<file path="src/rtl/alu_pkg.sv">
// rtl/alu_pkg.sv - op codes, FSM state encoding and divide-by-zero constants for alu_seq
package alu_pkg;

    localparam logic [3:0] OP_ADD  = 4'd0;
    localparam logic [3:0] OP_SUB  = 4'd1;
    localparam logic [3:0] OP_OR   = 4'd2;
    localparam logic [3:0] OP_AND  = 4'd3;
    localparam logic [3:0] OP_SLTU = 4'd4;
    localparam logic [3:0] OP_SLL  = 4'd5;
    localparam logic [3:0] OP_SRL  = 4'd6;
    localparam logic [3:0] OP_ADDI = 4'd7;
    localparam logic [3:0] OP_SUBI = 4'd8;
    localparam logic [3:0] OP_MUL  = 4'd9;
    localparam logic [3:0] OP_DIVU = 4'd10;
    localparam logic [3:0] OP_REMU = 4'd11;

    typedef enum logic [1:0] {
        ST_IDLE = 2'd0,
        ST_BUSY = 2'd1,
        ST_DONE = 2'd2
    } state_e;

    // DIVU by zero fills the quotient with this bit; REMU by zero yields a
    // because the restoring loop never subtracts a zero divisor's remainder away.
    localparam logic DIVZ_QUOT_BIT = 1'b1;

endpackage

</file>
<file path="src/rtl/alu_muldiv_iter.sv">
// rtl/alu_muldiv_iter.sv - iterative shift-add multiply and restoring unsigned divide/remainder
module alu_muldiv_iter
    import alu_pkg::*;
#(
    parameter int WIDTH = 16
) (
    input  logic             clk,
    input  logic             rst,
    input  logic             start,
    input  logic [3:0]       op,
    input  logic [WIDTH-1:0] a,
    input  logic [WIDTH-1:0] b,
    output logic             done,
    output logic [WIDTH-1:0] result
);

    localparam int CNT_W = $clog2(WIDTH);

    logic             running_q;
    logic [CNT_W-1:0] cnt_q;
    logic             is_mul_q, is_rem_q, divz_q;
    // acc: product (MUL) or partial remainder (DIV); x: multiplicand or dividend/quotient; y: multiplier or divisor
    logic [WIDTH-1:0] acc_q, acc_d, x_q, x_d, y_q, y_d;
    logic [WIDTH:0]   rem_sh, diff;

    always_comb begin
        acc_d  = acc_q;
        x_d    = x_q;
        y_d    = y_q;
        rem_sh = {acc_q, x_q[WIDTH-1]};
        diff   = rem_sh - {1'b0, y_q};
        if (is_mul_q) begin
            acc_d = acc_q + (y_q[0] ? x_q : '0);
            x_d   = x_q << 1;
            y_d   = y_q >> 1;
        end else if (!diff[WIDTH]) begin
            acc_d = diff[WIDTH-1:0];
            x_d   = {x_q[WIDTH-2:0], 1'b1};
        end else begin
            acc_d = rem_sh[WIDTH-1:0];
            x_d   = {x_q[WIDTH-2:0], 1'b0};
        end
    end

    assign done = running_q && (cnt_q == '0);

    always_comb begin
        if (is_mul_q || is_rem_q) begin
            result = acc_d;
        end else if (divz_q) begin
            result = {WIDTH{DIVZ_QUOT_BIT}};
        end else begin
            result = x_d;
        end
    end

    always_ff @(posedge clk or posedge rst) begin
        if (rst) begin
            running_q <= 1'b0;
            cnt_q     <= '0;
            is_mul_q  <= 1'b0;
            is_rem_q  <= 1'b0;
            divz_q    <= 1'b0;
            acc_q     <= '0;
            x_q       <= '0;
            y_q       <= '0;
        end else if (start) begin
            running_q <= 1'b1;
            cnt_q     <= CNT_W'(WIDTH - 1);
            is_mul_q  <= (op == OP_MUL);
            is_rem_q  <= (op == OP_REMU);
            divz_q    <= (b == '0);
            acc_q     <= '0;
            x_q       <= a;
            y_q       <= b;
        end else if (running_q) begin
            acc_q <= acc_d;
            x_q   <= x_d;
            y_q   <= y_d;
            cnt_q <= cnt_q - 1'b1;
            if (cnt_q == '0) begin
                running_q <= 1'b0;
            end
        end
    end

endmodule

</file>
<file path="src/rtl/alu_seq.sv">
// rtl/alu_seq.sv - handshaked ALU with single-cycle ops and optional iterative mul/div (ALU_MULDIV_EN)
module alu_seq
    import alu_pkg::*;
#(
    parameter int WIDTH = 16,
    parameter int IMM_W = 4,
    parameter int SH_W  = $clog2(WIDTH)
) (
    input  logic             clk,
    input  logic             reset,
    input  logic             in_valid,
    output logic             in_ready,
    input  logic [WIDTH-1:0] a,
    input  logic [WIDTH-1:0] b,
    input  logic [3:0]       op_type,
    output logic             out_valid,
    input  logic             out_ready,
    output logic [WIDTH-1:0] alu_result,
    output logic             zero,
    output logic             carry,
    output logic             busy
);

    state_e           state_q, state_d;
    logic [WIDTH-1:0] result_q, result_d;
    logic             carry_q, carry_d;
    logic [WIDTH-1:0] sc_result;
    logic             sc_carry;
    logic [WIDTH:0]   ext_sum, imm_ext;
    logic             is_iter;

    assign imm_ext = {{(WIDTH + 1 - IMM_W){1'b0}}, b[IMM_W-1:0]};

`ifdef ALU_MULDIV_EN
    logic             iter_done;
    logic [WIDTH-1:0] iter_result;

    assign is_iter = (op_type == OP_MUL) || (op_type == OP_DIVU) || (op_type == OP_REMU);

    alu_muldiv_iter #(.WIDTH(WIDTH)) u_iter (
        .clk    (clk),
        .rst    (reset),
        .start  (in_valid && in_ready && is_iter),
        .op     (op_type),
        .a      (a),
        .b      (b),
        .done   (iter_done),
        .result (iter_result)
    );
`else
    assign is_iter = 1'b0;
`endif

    always_comb begin
        sc_result = '0;
        sc_carry  = 1'b0;
        ext_sum   = '0;
        case (op_type)
            OP_ADD:  begin ext_sum = {1'b0, a} + {1'b0, b}; sc_result = ext_sum[WIDTH-1:0]; sc_carry = ext_sum[WIDTH]; end
            OP_SUB:  begin ext_sum = {1'b0, a} - {1'b0, b}; sc_result = ext_sum[WIDTH-1:0]; sc_carry = ext_sum[WIDTH]; end
            OP_ADDI: begin ext_sum = {1'b0, a} + imm_ext;   sc_result = ext_sum[WIDTH-1:0]; sc_carry = ext_sum[WIDTH]; end
            OP_SUBI: begin ext_sum = {1'b0, a} - imm_ext;   sc_result = ext_sum[WIDTH-1:0]; sc_carry = ext_sum[WIDTH]; end
            OP_OR:   sc_result = a | b;
            OP_AND:  sc_result = a & b;
            OP_SLTU: sc_result = {{(WIDTH - 1){1'b0}}, (a < b)};
            OP_SLL:  sc_result = a << b[SH_W-1:0];
            OP_SRL:  sc_result = a >> b[SH_W-1:0];
            default: sc_result = '0;
        endcase
    end

    always_comb begin
        state_d  = state_q;
        result_d = result_q;
        carry_d  = carry_q;
        case (state_q)
            ST_IDLE: begin
                if (in_valid) begin
                    if (is_iter) begin
                        state_d = ST_BUSY;
                    end else begin
                        state_d  = ST_DONE;
                        result_d = sc_result;
                        carry_d  = sc_carry;
                    end
                end
            end
`ifdef ALU_MULDIV_EN
            ST_BUSY: begin
                if (iter_done) begin
                    state_d  = ST_DONE;
                    result_d = iter_result;
                    carry_d  = 1'b0;
                end
            end
`endif
            ST_DONE: begin
                if (out_ready) begin
                    state_d = ST_IDLE;
                end
            end
            default: state_d = ST_IDLE;
        endcase
    end

    always_ff @(posedge clk or posedge reset) begin
        if (reset) begin
            state_q  <= ST_IDLE;
            result_q <= '0;
            carry_q  <= 1'b0;
        end else begin
            state_q  <= state_d;
            result_q <= result_d;
            carry_q  <= carry_d;
        end
    end

    assign in_ready   = (state_q == ST_IDLE);
    assign out_valid  = (state_q == ST_DONE);
    assign busy       = (state_q != ST_IDLE);
    assign alu_result = result_q;
    assign carry      = carry_q;
    assign zero       = (result_q == '0);

endmodule

</file>
<file path="config.mk">
export PLATFORM = sky130hd
export DESIGN_NAME = alu_seq
export DESIGN_NICKNAME = d
export VERILOG_FILES = /design/src/rtl/alu_pkg.sv /design/src/rtl/alu_muldiv_iter.sv /design/src/rtl/alu_seq.sv
export SDC_FILE = /design/constraint.sdc
export NUM_CORES = 1
export LEC_CHECK = 0
export ABC_AREA = 1
export BUFFER_PORTS_ARGS = -buffer_cell sky130_fd_sc_hd__buf_2
export CORE_UTILIZATION = 39
export DETAILED_ROUTE_END_ITERATION = 8
export GPL_TIMING_DRIVEN = 0
export HOLD_SLACK_MARGIN = 0.02
export PLACE_DENSITY = 0.56
export REMOVE_ABC_BUFFERS = 1
export SYNTH_ARGS = -nofsm -noshare
export SYNTH_HDL_FRONTEND = slang
export SYNTH_SLANG_ARGS = --single-unit
</file>
<file path="constraint.sdc">
create_clock -name clk -period 1.15 [get_ports clk]
set_input_delay 0.23 -clock clk [delete_from_list [all_inputs] [get_ports clk]]
set_output_delay 0.23 -clock clk [all_outputs]
set_load 0.005 [all_outputs]
</file>
* After elaboration in Yosys (flattened, before gate mapping)
Index checks and enable logic that the tools add are counted.
** Cells by class
- Add/sub/neg operators :: 4
- $mul :: 0
- Divide/modulo/power cells :: 0
- Magnitude comparators :: 1
- Equal/unequal tests :: 11
- Shift-type cells :: 2
- Mux-type cells :: 5
- Bitwise logic cells :: 2
- Reduce and logical (&&, ||, !) cells :: 6
** Operators with widths (count)
- 16-bit one-hot mux with 9 select lines :: 1
- 16-bit by 16-bit adder with 17-bit output :: 1
- 16-bit by 4-bit adder with 17-bit output :: 1
- 16-bit by 16-bit subtractor with 17-bit output :: 1
- 16-bit by 4-bit subtractor with 17-bit output :: 1
- 16-bit bitwise AND :: 1
- 4-bit by 3-bit == test with 1-bit output (second input constant) :: 4
- 16-bit logical NOT :: 1
- 16-bit less-than comparator :: 1
- 16-bit OR :: 1
- 16-bit by 4-bit << shifter with 16-bit output :: 1
- 16-bit by 4-bit right shift with 16-bit output :: 1
- 4-bit by 2-bit == test with 1-bit output (second input constant) :: 2
- 4-bit by 1-bit == test with 1-bit output (second input constant) :: 1
- 4-bit == test (second input constant) :: 1
- 4-bit logical NOT :: 1
- 2-bit 2-to-1 mux :: 2
- 1-bit one-hot mux with 4 select lines :: 1
- 2-bit one-hot mux with 2 select lines :: 1
- 2-bit AND reduction :: 2
- 2-bit == test (second input constant) :: 1
- 2-bit logical NOT :: 1
- 2-bit by 1-bit inequality test with 1-bit output (second input constant) :: 1
- 2-bit inequality test (second input constant) :: 1
- 2-bit nonzero test :: 1
** Storage, ports and cells
- Register bits after elaboration :: 19
- Latch bits :: 0
- Memory bits (writable) :: 0
- Memory bits (read-only) :: 0
- Bits of input ports :: 40
- Output and inout bits :: 21
- Word-level logic and storage cells :: 34
- Memories kept :: 0

* Depth between registers and ports, before layout
- Depth in word-level cells :: 3
- Gate-level depth with buffers :: 18
- Depth with buffers taken out :: 16

* Worst setup path before layout
Ideal clock, no wire load.
- Kind :: input port to flip-flop
- Start point :: in b[2]
- End point :: reg result_q[7], in the netlist alu_result[7]
- Setup time :: 0.117 ns
- Arrival time :: 1.887 ns
- Data required time :: 1.033 ns
- Setup slack :: -0.854 ns
- Cell stages on the path :: 16
- Buffers on the path :: 2
- Cells stage by stage :: inv_2 -> clkbuf_1 -> ha_1 -> buf_4 -> nor2_1 -> nand2_1 -> nand2_2 -> nand2_2 -> nand2_1 -> a21oi_1 -> o21ai_1 -> nand2_1 -> nor2_1 -> nand2_1 -> nand2_1 -> nand2_1
** On the way
- Word-level cells in the longest chain between the ends :: 2
- Elaborated cells between the ends (all ways) :: 7
- Those cells by class :: add/sub (4); shift (2); mux (1)
** Ends and longest elaborated chain
- start: declaration :: RTL line alu_seq.sv:14 : input logic [WIDTH-1:0] b,
- 16-bit by 4-bit subtractor with 17-bit output, or another cell as far along :: RTL line alu_seq.sv:62 : OP_SUBI: begin ext_sum = {1'b0, a} - imm_ext; sc_result = ext_sum[WIDTH-1:0]; sc_carry = ext_sum[WIDTH]; end
- 16-bit one-hot mux with 9 select lines * :: RTL line alu_seq.sv:58 : case (op_type)
- end signal: assignment :: RTL line alu_seq.sv:113 : result_q <= result_d;
- end: declaration :: RTL line alu_seq.sv:25 : logic [WIDTH-1:0] result_q, result_d;
Every way passes the cells marked *; elsewhere a longest branch is shown, timed or not.
A chain may end at the register's enable or synchronous reset.

* Final worst setup path
- Start point :: in a[0]
- End point :: reg result_q[4], in the netlist alu_result[4]
** On the way
- Word-level cells in the longest chain between the ends :: 2
- Elaborated cells between the ends (all ways) :: 7
- Those cells by class :: add/sub (4); shift (2); mux (1)
** Ends and longest elaborated chain
- start: declaration :: RTL line alu_seq.sv:13 : input logic [WIDTH-1:0] a,
- 16-bit by 4-bit subtractor with 17-bit output, or another cell as far along :: RTL line alu_seq.sv:62
- 16-bit one-hot mux with 9 select lines * :: RTL line alu_seq.sv:58
Marks and branches as above.

==> impl_metrics.env <==
export IMPL_setup_ws_ns=-0.6607
export IMPL_critical_path_required_ns=1.29
export IMPL_core_area_mm2=0.01393
export IMPL_synth_cell_types=43
export IMPL_clock_sinks=18
export IMPL_cp_max_fo=4
export IMPL_crit_end="alu_result[4]$_DFFE_PP0P_"
export IMPL_initialDrtViolationCount=624
export IMPL_cts_buffers_inserted=3
export IMPL_syn_area_per_cell_um2=5.240
export IMPL_hold_buffers=0
export IMPL_reg2reg_depth=5
export IMPL_grt_max_degree=35
export IMPL_synth_top_area_cell="nand2_1"
export IMPL_synth_edf_count=0
export IMPL_whs_ns=0.09148
export IMPL_overflow=0
export IMPL_dpl_instance_area_mm2=0.005884
export IMPL_path_class="input port to flop"
export IMPL_num_vias=7515
export IMPL_regToRegStartpoint="state_q[1]$_DFFE_PP0P_"
export IMPL_crit_top_cell="nand2_1"
export IMPL_cp_end_kind="flop"
export IMPL_holdCritPathClass="input port to asynchronous set/reset pin"
export IMPL_grt_pass1_wl_mm=38.05
export IMPL_slew_headroom_pct=51.65
export IMPL_routabilityCongestion=0.9484
export IMPL_route_detailed_drc=0
export IMPL_cts_buffer_depth=2
export IMPL_cts_root_buffer="clkbuf_16"
export IMPL_cts_htree_levels=1
export IMPL_violations="negative setup slack"
export IMPL_synthCells=1066
export IMPL_post_synth_top_count_cell="nand2_1"
export IMPL_cp_startpoint="a[0]"
export IMPL_drive_gt1_share_pct=31.83
export IMPL_r2r_end="alu_result[13]$_DFFE_PP0P_"
export IMPL_powerDensity_mw_per_mm2=655.4
export IMPL_vias_per_cell=5.558
export IMPL_wl_mm=25.44
export IMPL_maxCapViolations=0
export IMPL_num_rows=43
export IMPL_ys_ff_latch=18
export IMPL_globalRouteTotalUtil_pct=33.90
export IMPL_status="finished with violations"
export IMPL_min_period_over_period_pct=157.5
export IMPL_portBuffers=60
export IMPL_tns_ns=-9.876
export IMPL_max_clock_freq_mhz=552.3
export IMPL_worst_ep_arrival_time_ns=1.95
export IMPL_synth_ff_type="dfrtp_1"
export IMPL_period_minus_slack_ns=1.811
export IMPL_skew_ns=0.0008255
export IMPL_fin_util_pct=56.52
export IMPL_cp_slowest_cell="fa_2"
export IMPL_worst_pin_slew_ns=0.7245
export IMPL_synth_common_cells="nand2_1, nand3_1, inv_1, nor2_1, ha_1"
export IMPL_p_leak_nw=4.022
export IMPL_hpwl_mm=18.48
export IMPL_hold_viol_final=0
export IMPL_die_area_mm2=0.01480
export IMPL_ir_worst_vdd_uv=424.5
export IMPL_final_cells=1352
export IMPL_rsz0062_at_grt="true"
export IMPL_wl_per_cell_um=18.81
export IMPL_die_x_um=121.7
export IMPL_finish_instance_area_mm2=0.007876
export IMPL_diodes=0
export IMPL_cpPeakStageDelay_ns=0.39
export IMPL_async_flop_share_pct=100.0
export IMPL_clkLatencyLatePin_ns=0.25
export IMPL_nets=1265
export IMPL_yosys_warnings=0
export IMPL_synth_area_leaders="nand2_1, nand3_1, ha_1"
export IMPL_antenna_left=0
export IMPL_start_kind="input port"
export IMPL_rrSetupSlack_ns=-0.22
export IMPL_pre_cts_ws_ns=-1.971
export IMPL_setup_viol=18
export IMPL_syn_to_final_growth_pct=41.02
export IMPL_netlist_area_mm2=0.005585
export IMPL_path_cells="buf_12 -> ha_4 -> inv_2 -> fa_2 -> o21ai_4 -> nand2_1 -> nand3_1 -> o21ai_1 -> nor3_2 -> nand2_1 -> nand2_1 -> nand2_1"
export IMPL_grt_antenna_before_repair=0
export IMPL_seq_area_frac_synth_pct=8.065
export IMPL_drv_slew=0
export IMPL_synth_top_cell_area_share_pct=24.26
export IMPL_cts_clk_slew_worst_paths_ns=0.05
export IMPL_dpl_cell_count=1265
export IMPL_first_pass_iters=5
export IMPL_pin_count=61
export IMPL_cts_tree="built"
export IMPL_initial_core_util_pct=40.08
export IMPL_grt_pass1_vias=6954
export IMPL_die_y_um=121.7
export IMPL_power_total_mw=5.162
[kinds of logic after synthesis]
logic type	synth area share, %
and+or+nand+nor	54.88
adders and majority gates	11.92
xor gates and xnor gates	0.3137
buffers and inverters	13.37
AOI/OAI and AO/OA	11.27
muxes	0.1792
DFF	8.064
[report_power, final]
| part | leakage (nW) | total (mW) | internal (mW) | switching (mW) |
|---|---|---|---|---|
| registers | 0.237 | 0.851 | 0.751 | 0.0998 |
| clock network | 0.0442 | 0.775 | 0.530 | 0.245 |
| logic | 3.74 | 3.54 | 1.43 | 2.10 |
| total | 4.02 | 5.16 | 2.72 | 2.45 |
[worst min path at each step]
| stage | start | cells past startpoint | endpoint | slack, ns |
|---|---|---|---|---|
| floorplan | reset | 1 | alu_result[0]$_DFFE_PP0P_ | 0.17 |
| CTS | reset | 2 | state_q[1]$_DFFE_PP0P_ | 0.12 |
| detailed placement | reset | 2 | state_q[1]$_DFFE_PP0P_ | 0.37 |
| finish | reset | 2 | alu_result[3]$_DFFE_PP0P_ | 0.09 |
| global route | reset | 2 | alu_result[1]$_DFFE_PP0P_ | 0.17 |
| global placement | reset | 2 | state_q[1]$_DFFE_PP0P_ | 0.37 |
[layer usage]
| layer | vias to the layer above | part of all wire [%] | track usage (%) | routed length, um |
|---|---|---|---|---|
| met3 | 70 | 7.8 | 5.056 | 1982 |
| li1 | 3651 | - | - | - |
| met4 | 0 | 4.5 | 13.50 | 1142 |
| met1 | 3462 | 42 | 43.51 | 10670 |
| met2 | 332 | 46 | 56.64 | 11640 |
| met5 | - | 0 | 0 | 0 |
[state kept, by name, summed over array words and instances (netlist names)]
signal      cells
alu_result     16
carry           1
state_q         1
[cell type report]
cell class | count | area [um2]
Multi-Input combinational cell | 869 | 5190
Tap cell | 180 | 225.2
Timing Repair inverter | 1 | 8.758
Clock buffer | 4 | 88.84
Sequential cell | 18 | 450.4
Inverter | 138 | 619.3
Timing Repair Buffer | 142 | 1294
Fill cell | 1425 | 6058
[repair_timing]
item                                    4_1_cts  5_1_grt
resized for setup                           237       94
buffers inserted                             59       20
endpoints found under the hold margin         0        0
gates cloned                                  4        0
endpoints found under the setup margin       19       19
pin swaps                                    68       65
[worst max-delay path, delay by kind of cell]
| family | cells | cell delay, ns |
|---|---|---|
| AOI/OAI and AO/OA | 2 | 0.34 |
| adders and majority gates | 2 | 0.53 |
| buffers and inverters | 2 | 0.15 |
| and+or+nand+nor | 6 | 0.71 |
[cell usage in the layout (no fill, tap or decap), types with 4 or more instances in the layout]
| cell type | netlist | final |
|---|---|---|
| a21oi_1 | 40 | 29 |
| a21oi_2 | 1 | 10 |
| and2_1 | 10 | 9 |
| buf_12 | 0 | 10 |
| buf_2 | 23 | 40 |
| buf_4 | 7 | 72 |
| buf_6 | 2 | 10 |
| buf_8 | 0 | 4 |
| clkinvlp_4 | 0 | 6 |
| dfrtp_1 | 18 | 18 |
| ha_1 | 50 | 33 |
| ha_4 | 0 | 16 |
| inv_1 | 115 | 81 |
| inv_2 | 20 | 37 |
| inv_4 | 1 | 8 |
| nand2_1 | 361 | 317 |
| nand2_2 | 17 | 49 |
| nand2_4 | 2 | 14 |
| nand3_1 | 159 | 138 |
| nand3_2 | 6 | 21 |
| nand3_4 | 0 | 6 |
| nand4_1 | 17 | 17 |
| nor2_1 | 102 | 81 |
| nor2_2 | 3 | 16 |
| nor2_4 | 2 | 10 |
| nor3_1 | 14 | 7 |
| nor3_2 | 0 | 6 |
| o21ai_0 | 30 | 22 |
| o21ai_1 | 17 | 22 |
| o22ai_1 | 10 | 9 |
Note: power is estimated with default switching activity, not from simulation.
